<file path="config.mk">
export PLATFORM = sky130hd
export DESIGN_NAME = branch_ctrl
export DESIGN_NICKNAME = d
export VERILOG_FILES = /design/src/rtl/cpu_pkg.sv /design/src/rtl/hazard_detect.sv /design/src/rtl/branch_ctrl.sv
export SDC_FILE = /design/constraint.sdc
export NUM_CORES = 1
export LEC_CHECK = 0
export ABC_AREA = 1
export BUFFER_PORTS_ARGS = -buffer_cell sky130_fd_sc_hd__buf_2
export CAP_MARGIN = 20
export CORE_UTILIZATION = 43
export CTS_CLUSTER_SIZE = 14
export DETAILED_ROUTE_END_ITERATION = 7
export PLACE_DENSITY = 0.77
export SYNTH_ARGS = -nofsm -noshare
export SYNTH_HDL_FRONTEND = slang
export SYNTH_SLANG_ARGS = --single-unit
</file>
<file path="constraint.sdc">
create_clock -name clk -period 1.8 [get_ports clk]
set_input_delay 0.09 -clock clk [delete_from_list [all_inputs] [get_ports clk]]
set_output_delay 0.09 -clock clk [all_outputs]
set_load 0.05 [all_outputs]
</file>
<file path="src/rtl/cpu_pkg.sv">
// Shared CPU definitions: opcodes, PC-select encodings and the branch
// controller state type.
package cpu_pkg;

  localparam logic [5:0] OP_BEQ = 6'd32;
  localparam logic [5:0] OP_BNE = 6'd33;
  localparam logic [5:0] OP_BLT = 6'd34;
  localparam logic [5:0] OP_BLE = 6'd35;
  localparam logic [5:0] OP_J   = 6'd40;
  localparam logic [5:0] OP_JAL = 6'd41;
  localparam logic [5:0] OP_JR  = 6'd42;
  localparam logic [5:0] OP_HLT = 6'd63;

  localparam logic [1:0] PCSEL_SEQ    = 2'b00;
  localparam logic [1:0] PCSEL_JUMP   = 2'b01;
  localparam logic [1:0] PCSEL_BRANCH = 2'b10;
  localparam logic [1:0] PCSEL_HOLD   = 2'b11;

  typedef enum logic [1:0] {
    ST_RUN     = 2'd0,
    ST_WAIT    = 2'd1,
    ST_RESOLVE = 2'd2,
    ST_HALT    = 2'd3
  } br_state_e;

  // Conditional branches and JR share the same EX-resolved path.
  function automatic logic is_ex_resolved(input logic [5:0] op);
    return (op >= OP_BEQ && op <= OP_BLE) || (op == OP_JR);
  endfunction

endpackage

</file>
<file path="src/rtl/hazard_detect.sv">
// Load-use hazard check between the EX-stage load and the ID-stage sources.
module hazard_detect
  import cpu_pkg::*;
(
  input  logic       load_ex_i,
  input  logic       valid_id_i,
  input  logic [4:0] rd_ex_i,
  input  logic [4:0] rs_id_i,
  input  logic [4:0] rt_id_i,
  output logic       hazard_o
);

  // Register 0 is hardwired zero, so a load to it never creates a dependency.
  assign hazard_o = load_ex_i & valid_id_i & (rd_ex_i != 5'd0) &
                    ((rd_ex_i == rs_id_i) | (rd_ex_i == rt_id_i));

endmodule

</file>
<file path="src/rtl/branch_ctrl.sv">
// Front-end control: PC select, IF/ID stall/flush and ID/EX bubble for
// load-use hazards, jumps, EX-resolved branches/JR and halt.
//
// state   | meaning
// RUN     | normal decode of the ID-stage instruction
// WAIT    | branch/JR decoded, waiting for it to reach EX
// RESOLVE | branch outcome available in EX, redirect or continue
// HALT    | processor stopped until reset
module branch_ctrl
  import cpu_pkg::*;
(
  input  logic       clk,
  input  logic       rstd,
  input  logic       valid_id,
  input  logic [5:0] op_id,
  input  logic [4:0] rs_id,
  input  logic [4:0] rt_id,
  input  logic       load_ex,
  input  logic [4:0] rd_ex,
  input  logic       taken_ex,
  output logic [1:0] pc_sel,
  output logic       stall_if,
  output logic       bubble_ex,
  output logic       flush_id,
  output logic       halted,
  output logic       busy
);

  br_state_e state_q, state_d;
  logic      is_jr_q, is_jr_d;
  logic      load_use;

  hazard_detect u_hazard_detect (
    .load_ex_i  (load_ex),
    .valid_id_i (valid_id),
    .rd_ex_i    (rd_ex),
    .rs_id_i    (rs_id),
    .rt_id_i    (rt_id),
    .hazard_o   (load_use)
  );

  always_ff @(posedge clk) begin
    if (rstd) begin
      state_q <= ST_RUN;
      is_jr_q <= 1'b0;
    end else begin
      state_q <= state_d;
      is_jr_q <= is_jr_d;
    end
  end

  always_comb begin
    state_d   = state_q;
    is_jr_d   = is_jr_q;
    pc_sel    = PCSEL_SEQ;
    stall_if  = 1'b0;
    bubble_ex = 1'b0;
    flush_id  = 1'b0;
    halted    = 1'b0;
    busy      = 1'b0;

    case (state_q)
      ST_RUN: begin
        if (load_use) begin
          pc_sel    = PCSEL_HOLD;
          stall_if  = 1'b1;
          bubble_ex = 1'b1;
        end else if (valid_id) begin
          if (op_id == OP_HLT) begin
            pc_sel   = PCSEL_HOLD;
            flush_id = 1'b1;
            state_d  = ST_HALT;
          end else if (op_id == OP_J || op_id == OP_JAL) begin
            pc_sel   = PCSEL_JUMP;
            flush_id = 1'b1;
          end else if (is_ex_resolved(op_id)) begin
            pc_sel   = PCSEL_HOLD;
            flush_id = 1'b1;
            is_jr_d  = (op_id == OP_JR);
            state_d  = ST_WAIT;
          end
        end
      end
      ST_WAIT: begin
        pc_sel   = PCSEL_HOLD;
        flush_id = 1'b1;
        busy     = 1'b1;
        state_d  = ST_RESOLVE;
      end
      ST_RESOLVE: begin
        busy    = 1'b1;
        state_d = ST_RUN;
        if (is_jr_q || taken_ex) begin
          pc_sel   = PCSEL_BRANCH;
          flush_id = 1'b1;
        end
      end
      default: begin
        pc_sel   = PCSEL_HOLD;
        stall_if = 1'b1;
        halted   = 1'b1;
      end
    endcase

    // While reset is held the outputs look like an idle RUN cycle.
    if (rstd) begin
      pc_sel    = PCSEL_SEQ;
      stall_if  = 1'b0;
      bubble_ex = 1'b0;
      flush_id  = 1'b0;
      halted    = 1'b0;
      busy      = 1'b0;
    end
  end

endmodule

</file>
* After elaboration in Yosys (flattened, before gate mapping)
Cells that the tools add are included.
** Word-level totals
- Bits in registers :: 3
- Input bits :: 26
- Output and inout bits :: 7
** Cells by class
- Order comparisons :: 2
- Equal/unequal tests :: 12
- Muxes and demuxes :: 31
- Bitwise operators :: 7
- Reduce and logical (&&, ||, !) cells :: 11
** Operators by type and width (count)
- == test 6 bit (second input constant) :: 4
- two-way mux 2 bit :: 12
- two-way mux 1 bit :: 15
- == test 5 bit :: 2
- greater-or-equal comparator 6 bit (second input constant) :: 1
- less-or-equal comparator 6 bit (second input constant) :: 1
- != test 3 bit (second input constant) :: 2
- case mux 2 bit (3 select lines) :: 1
- AND reduction 6 bit :: 1
- AND reduction 5 bit :: 1
- nonzero test 5 bit :: 1
- != test 2 bit (second input constant) :: 2
- case mux 2 bit (2 select lines) :: 1
- bitwise AND 1 bit :: 3
- logical OR 1 bit :: 3
- inverter 1 bit :: 3
- case mux 1 bit (3 select lines) :: 1
- nonzero test 3 bit :: 1
- OR reduction 3 bit :: 1
- == test 2 x 1 -> 1 bit (second input constant) :: 1
- == test 2 bit (second input constant) :: 1
- logical NOT 2 bit :: 1
- case mux 1 bit (2 select lines) :: 1
- OR reduction 2 bit :: 1
- other kinds (2) :: 2

* Depth between registers and ports, before layout
Gate-level depths: netlist of the first run.
- Word-level depth :: 10
- Gate-level depth with buffers :: 11
- Depth with buffers taken out :: 11

* Hierarchy
From an unflattened synthesis of the first run, not the netlist that was laid out.
** Unflattened totals
- Cells, all modules :: 116
- Area, all modules :: 603.1 um^2
** By module, submodules not included
- branch_ctrl :: times used 1, cells an instance 71, area each 400.4 um^2, seq. area each 60.1 um^2
- hazard_detect :: times used 1, cells an instance 45, area each 202.7 um^2, seq. area each 0.0 um^2

* Worst setup path after synthesis of the first run
Ideal clock, no wire load.
- Path type :: flip-flop to output port
- Start :: register state_q[0]
- End :: output pc_sel[1]
- Data arrival time :: 1.735 ns
- Path slack :: -0.025 ns
- Cell stages (with the launch flop) :: 5
- Buffers on the path :: 0
- Cell sequence :: dfxtp_1 -> inv_1 -> ha_1 -> o21ai_0 -> o21ai_0
** On the way
- Longest elaborated chain between the ends :: 3
- Elaborated cells on any way between the ends :: 4
- Classes of those cells :: eq/ne (1); mux (2); reduce/logical (1)
** RTL lines
- from (decl) :: RTL line branch_ctrl.sv:29 : br_state_e state_q, state_d;
- from (signal assigned) :: RTL line branch_ctrl.sv:47 : state_q <= state_d;
- == test 2 bit / logical NOT 2 bit (equally long branches) :: RTL line branch_ctrl.sv:62 : case (state_q)
- case mux 2 bit (2 select lines) * :: RTL line branch_ctrl.sv:62
- two-way mux 2 bit * :: RTL line branch_ctrl.sv:106 : if (rstd) begin
- to (decl) :: RTL line branch_ctrl.sv:21 : output logic [1:0] pc_sel,
Mark *: on every way between the ends. The rest lies on a longest branch, timed or not.

* Final worst setup path of the first run
- Start :: register state_q[0]
- End :: output pc_sel[0]
Same word-level chain as after synthesis.

==> results of run 1 <==
[sequential cells by signal, indices dropped and copies added, names as in the netlist]
name	cells
is_jr_q	1
state_q	2
[logic make-up after synthesis]
family / synth area share, %
adders and majority gates: 8.180
DFF: 9.816
and+or+nand+nor: 53.37
AOI/OAI and AO/OA: 10.43
buffers and inverters: 15.34
xor gates and xnor gates: 2.864
[report_power, final]
| part | leakage [nW] | internal [mW] | switching (mW) |
|---|---|---|---|
| clock network | 0.0150 | 0.0830 | 0.0341 |
| logic | 0.492 | 0.220 | 0.458 |
| registers | 0.0246 | 0.0909 | 0.0198 |
[placed cells by master (no fill, tap or decap)]
master and count:
nand2_1 34, buf_2 31, inv_1 21, nor2_1 18
nand3_1 6, nand2_2 5, a21oi_1 5, inv_2 4
nand4_1 4, nor2_2 4, clkbuf_4 4, ha_1 3
dfxtp_1 3, xnor2_1 2, nand3_2 2, o21ai_0 2
o21ai_1 1, a21boi_1 1, o211ai_1 1, a21oi_2 1
ha_2 1, clkbuf_1 1
[critical path, stage by stage (launching register included)]
cell,delay (ns)
dfxtp_1,0.32
inv_1,0.11
ha_2,0.27
inv_1,0.07
a21oi_1,0.16
a21boi_1,0.18
clkbuf_4,0.24
[layer usage]
layer	track usage [%]	up-vias	routed length [um]
li1	-	430	-
met1	25.67	328	705
met2	36.07	21	681
met3	3.409	0	59
met4	0	0	0
met5	0	-	0
[path summary, 6_finish.rpt]
path         startpoint         end  cells past startpoint
min reg2reg     is_jr_q     is_jr_q                      2
max reg2reg  state_q[1]  state_q[1]                      7
max          state_q[0]   pc_sel[0]                      6
min                rstd     is_jr_q                      4
[stage by stage]
stage | cell area, um^2 | utilization, % | hold slack, ns | total power, mW
floorplan | 611.8 | - | 0.2695 | 0.6220
global placement | 790.8 | 60.02 | 0.4832 | 0.7575
detailed placement | 790.8 | 60.02 | 0.4861 | 0.7665
CTS | 817.0 | 62.01 | 0.2471 | 0.8916
global route | 822.0 | 62.39 | 0.2817 | 0.9979
finish | 822.0 | 62.39 | 0.2538 | 0.9061
[final cells by class]
type	instances	area share (%)
clock buffer	4	3.196
timing repair buffer	32	19.79
multi-input combinational	90	56.01
tap	15	2.283
sequential	3	7.306
inverter	25	11.42
==> summary.md, run 1 <==
| Metric | Value |
|---|---|
| Rows | 13 |
| GRT Overall Usage | 19.98% |
| Post-Syn Nets | roughly 150 |
| CP Data Required Time | roughly 1.7 ns |
| Nets@finish | 185 |
| Critical path arrival | ~1.6 ns |
| Inserted Diodes | 0 |
| Clock Pin Slew Worst Setup and Hold Paths | 0.04 ns |
| Largest area contributor in the netlist | nand2_1 |
| Setup TNS | 0 ns |
| Leakage | 0.5319 nW |
| Vias in the first global route | 613 |
| Worst setup path category | reg -> out |
| Top-area cell type share of the netlist area | 20.86% |
| Die H | 39.72 um |
| Worst skew pair latency | 0.23 ns |
| Max Fclk | 601.9 MHz |
| Non-filler cells in the finished layout | 169 |
| TritonCTS clock tree | yes |
| DR iter-0 viols | 27 |
| Multi-input gate area | 460.4 um^2 |
| Worst hold path type | in -> reg |
| Cells after Synth | 118 |
| Vias | about 780 |
| Main synth FF type | dfxtp_1 |
| Critical Path End Type | primary output |
| Initial Utilization | 46.44% |
| Final setup violation count | 0 |
| Post-Place Cells | 165 |
| Slew Viols, Final | 0 |
| Die X | 39.72 um |
| Peak supply drop | 765.5 uV |
| Post-synth top cells | nand2_1, inv_1, nor2_1, nand3_1 |
| First-pass GRT wire length | 2242 um |
| Critical Path Source Type | flip-flop |
| Max clock buf depth | 2 |
| Yosys reg bits | 3 |
| Post_cts resized | 0 |
| RSZ-0062 raised after global routing | no |
| Largest net degree at the start of global routing | 8 |
| Core footprint | 1318 um^2 |
| IO buf count | 32 |
| Wire length per cell after detailed routing | 8.550 um |
| Clock sinks | 3 |
| Hold-fix buffers, CTS | 0 |
| Htree depth | 1 |
| Yosys warning total | 0 |
| Syn Std Cell Area | 611.8 um^2 |
| Synth-to-layout area growth | 34.36% |
| Fin crit period | roughly 1.7 ns |
| PD cells | 1102 nW/um^2 |
| Sequential-to-total area share from yosys stat | 9.816% |
| Setup WS post-layout | between 0.1 and 0.15 ns |
| Unique masters post-synth | 17 |
| Num CTS Buffers | 3 |
| Fin. Hold Viols | 0 |
| Worst-margin pin slew | roughly 0.23 ns |
| Filler cells | 131 |
| Seq. cell area | 60.06 um^2 |
| Final RePlAce weighted congestion | 0.7854 |
| Die area | 1578 um^2 |
| GRT Residual Overflow | 0 |
| Top post-synthesis cells by area | nand2_1, inv_1, nor2_1 |
| Vias per inst | about 4.6 |
| Post-synth EDFFs | 0 |
| Synthesized area per cell | about 5.2 um^2 |
| Final period utilization | about 90% |
| Post-route ant nets | 0 |
| Placement Setup Slack | between 0.2 and 0.3 ns |
| Layout cells sized above 1 | 33.77% |
| Slew headroom | a little over four fifths |
| Max Cap Violations | 0 |
| I/O pin count | 33 |
| DP HPWL | 1226 um |
| Status | complete, no violations |
| Ys async rst share | 0% |
| DRT Pass-1 Iters | 4 |
| Root buffer cell | clkbuf_4 |
| Post-Route WL | approximately 1400 um |
| Crit path max fanout | 7 |
| Postcts setup bufs | 0 |
| Antenna violations before repair | 0 |
| DR DRC count | 0 |
| R2r setup slk | 0.43 ns |
| Most numerous cell in the Yosys netlist | nand2_1 |
| Worst Skew | 0.006119 ns |
No activity file was read; power rests on OpenSTA's default activity.
==> run 2, diff against run 1 <==
--- a/config.mk
+++ b/config.mk
@@ -9,9 +9,11 @@
 export BUFFER_PORTS_ARGS = -buffer_cell sky130_fd_sc_hd__buf_2
 export CAP_MARGIN = 20
 export CORE_UTILIZATION = 43
+export CTS_BUF_LIST = sky130_fd_sc_hd__clkbuf_16
 export CTS_CLUSTER_SIZE = 14
 export DETAILED_ROUTE_END_ITERATION = 7
 export PLACE_DENSITY = 0.77
+export SKIP_LAST_GASP = 1
 export SYNTH_ARGS = -nofsm -noshare
 export SYNTH_HDL_FRONTEND = slang
 export SYNTH_SLANG_ARGS = --single-unit
==> summary.md, run 2 (synthesis results as in run 1) <==
| Metric | Value |
|---|---|
| Inserted Diodes | 0 |
| Critical Path End Type | primary output |
| GRT Overall Usage | 22.08% |
| First-pass GRT wire length | 2449 um |
| Leakage | 0.5595 nW |
| CP top delay family | buffers and inverters |
| Worst skew pair latency | 0.22 ns |
| Fin crit period | approximately 1.7 ns |
| Wire length per cell after detailed routing | 9.142 um |
| Layout cells sized above 1 | 33.77% |
| Worst hold path type | in -> reg |
| Post-Place Cells | roughly 170 |
| DR DRC count | 0 |
| Placement Setup Slack | 0.2791 ns |
| Biggest regs | state_q x2, is_jr_q x1 |
| Max stage delay on crit path | 0.32 ns |
| Root buffer cell | clkbuf_16 |
| CP dominant cell by count | inv_1 |
| Largest net degree at the start of global routing | 8 |
| Die H | 39.72 um |
| Slowest-stage cell, CP | dfxtp_1 |
| Biggest register | state_q |
| I/O pin count | 33 |
| Final setup violation count | 0 |
| Final instance area | 872.1 um^2 |
| Max Cap Violations | 0 |
| Clock sinks | 3 |
| Commonest non-fill, non-tap cell in the layout | nand2_1 |
| Clock Pin Slew Worst Setup and Hold Paths | about 0.030 ns |
| Max Fclk | 588.6 MHz |
| DR iter-0 viols | 25 |
| Crit path buffers/inverters | 3 |
| Worst-margin pin slew | 0.2347 ns |
| Die X | 39.72 um |
| Crit-path cells | inv_1 > ha_2 > inv_1 > a21oi_1 > a21boi_1 > buf_2 |
| RSZ-0062 raised after global routing | no |
| Filler cells | 121 |
| Crit path max fanout | 7 |
| Nets@finish | 185 |
| Critical Path Source Type | flip-flop |
| DRT Pass-1 Iters | 4 |
| Max reg flops | 2 |
| Non-filler cells in the finished layout | around 170 |
| DP HPWL | 1226 um |
| Max clock buf depth | 2 |
| Slew headroom | 84.19% |
| Worst Skew | 0.004938 ns |
| Vias per inst | 4.716 |
| Total power | approximately 1.1 mW |
| Htree depth | 1 |
| IO buf count | 32 |
| Rows | 13 |
| Setup WS post-layout | 0.1009 ns |
| Peak supply drop | 981.2 uV |
| Synth-to-layout area growth | 42.54% |
| TritonCTS clock tree | yes |
| Status | complete, no violations |
| Num CTS Buffers | 3 |
| Most frequent cells in the layout | nand2_1, buf_2, inv_1, nor2_1, nand3_1 |
| Final Util | 66.19% |
| Worst setup path category | reg -> out |
| Multi-input gate area | 460.4 um^2 |
| Core footprint | 1318 um^2 |
| Fin. Hold Viols | 0 |
| Slew Viols, Final | 0 |
| GRT Residual Overflow | 0 |
| Seq. cell area | between 60 and 70 um^2 |
| Placed inst area | 790.8 um^2 |
| Vias in the first global route | 674 |
| Post-Route WL | roughly 1500 um |
| Antenna violations before repair | 0 |
| Post-route ant nets | 0 |
| Final RePlAce weighted congestion | 0.7854 |
| Postcts setup bufs | 0 |
| Initial Utilization | between 40 and 50% |
| PD cells | 1315 nW/um^2 |
| Critical path arrival | 1.61 ns |
| Vias | 797 |
| Setup TNS | 0 ns |
| Die area | 1578 um^2 |
| Hold slack | 0.2712 ns |
| CP Data Required Time | 1.71 ns |
| Final period utilization | between 90 and 100% |
run 2: repair_timing:
action	4_1_cts	5_1_grt
setup endpoints to repair	0	2
hold buffers	0	0
resized for setup	0	1
run 2: metal layers:
layer / GRT usage [%] / wire, um
met4: 1.724 / 8
met3: 3.977 / 88
met5: 0 / 0
met2: 41.39 / 746
met1: 26.33 / 701
run 2: power breakdown:
group | internal (mW) | leakage [nW] | switching (mW) | total, mW
Clock | 0.287 | 0.0423 | 0.0605 | 0.347
Combinational | 0.216 | 0.493 | 0.472 | 0.688
Sequential | 0.0910 | 0.0246 | 0.0213 | 0.112
Total | 0.594 | 0.560 | 0.554 | 1.15
run 2: worst paths after layout:
path	depth (start not counted)	slack, ns	start	to
worst max-delay path	6	0.10	state_q[0]	pc_sel[0]
worst min-delay path	5	0.27	op_id[1]	is_jr_q
worst max register to register	8	0.43	state_q[0]	state_q[0]
worst min register to register	2	0.50	is_jr_q	is_jr_q
run 2: cell type report:
type                       count  share of cell area [%]
inverter                      25                   10.76
sequential                     3                   6.887
timing repair buffer          32                   18.36
clock inverter                 1                  0.4304
clock buffer                   3                   8.608
multi-input combinational     90                   52.80
tap                           15                   2.152
run 2: worst reg2reg max path, cell delays in order, from the launching register on:
cell and delay (ns):
dfxtp_1 0.36, inv_1 0.10, ha_2 0.35, nor2_1 0.06, a21oi_2 0.11, nand2_2 0.10, nand2_1 0.08, nand2_1 0.06
nor2_2 0.09
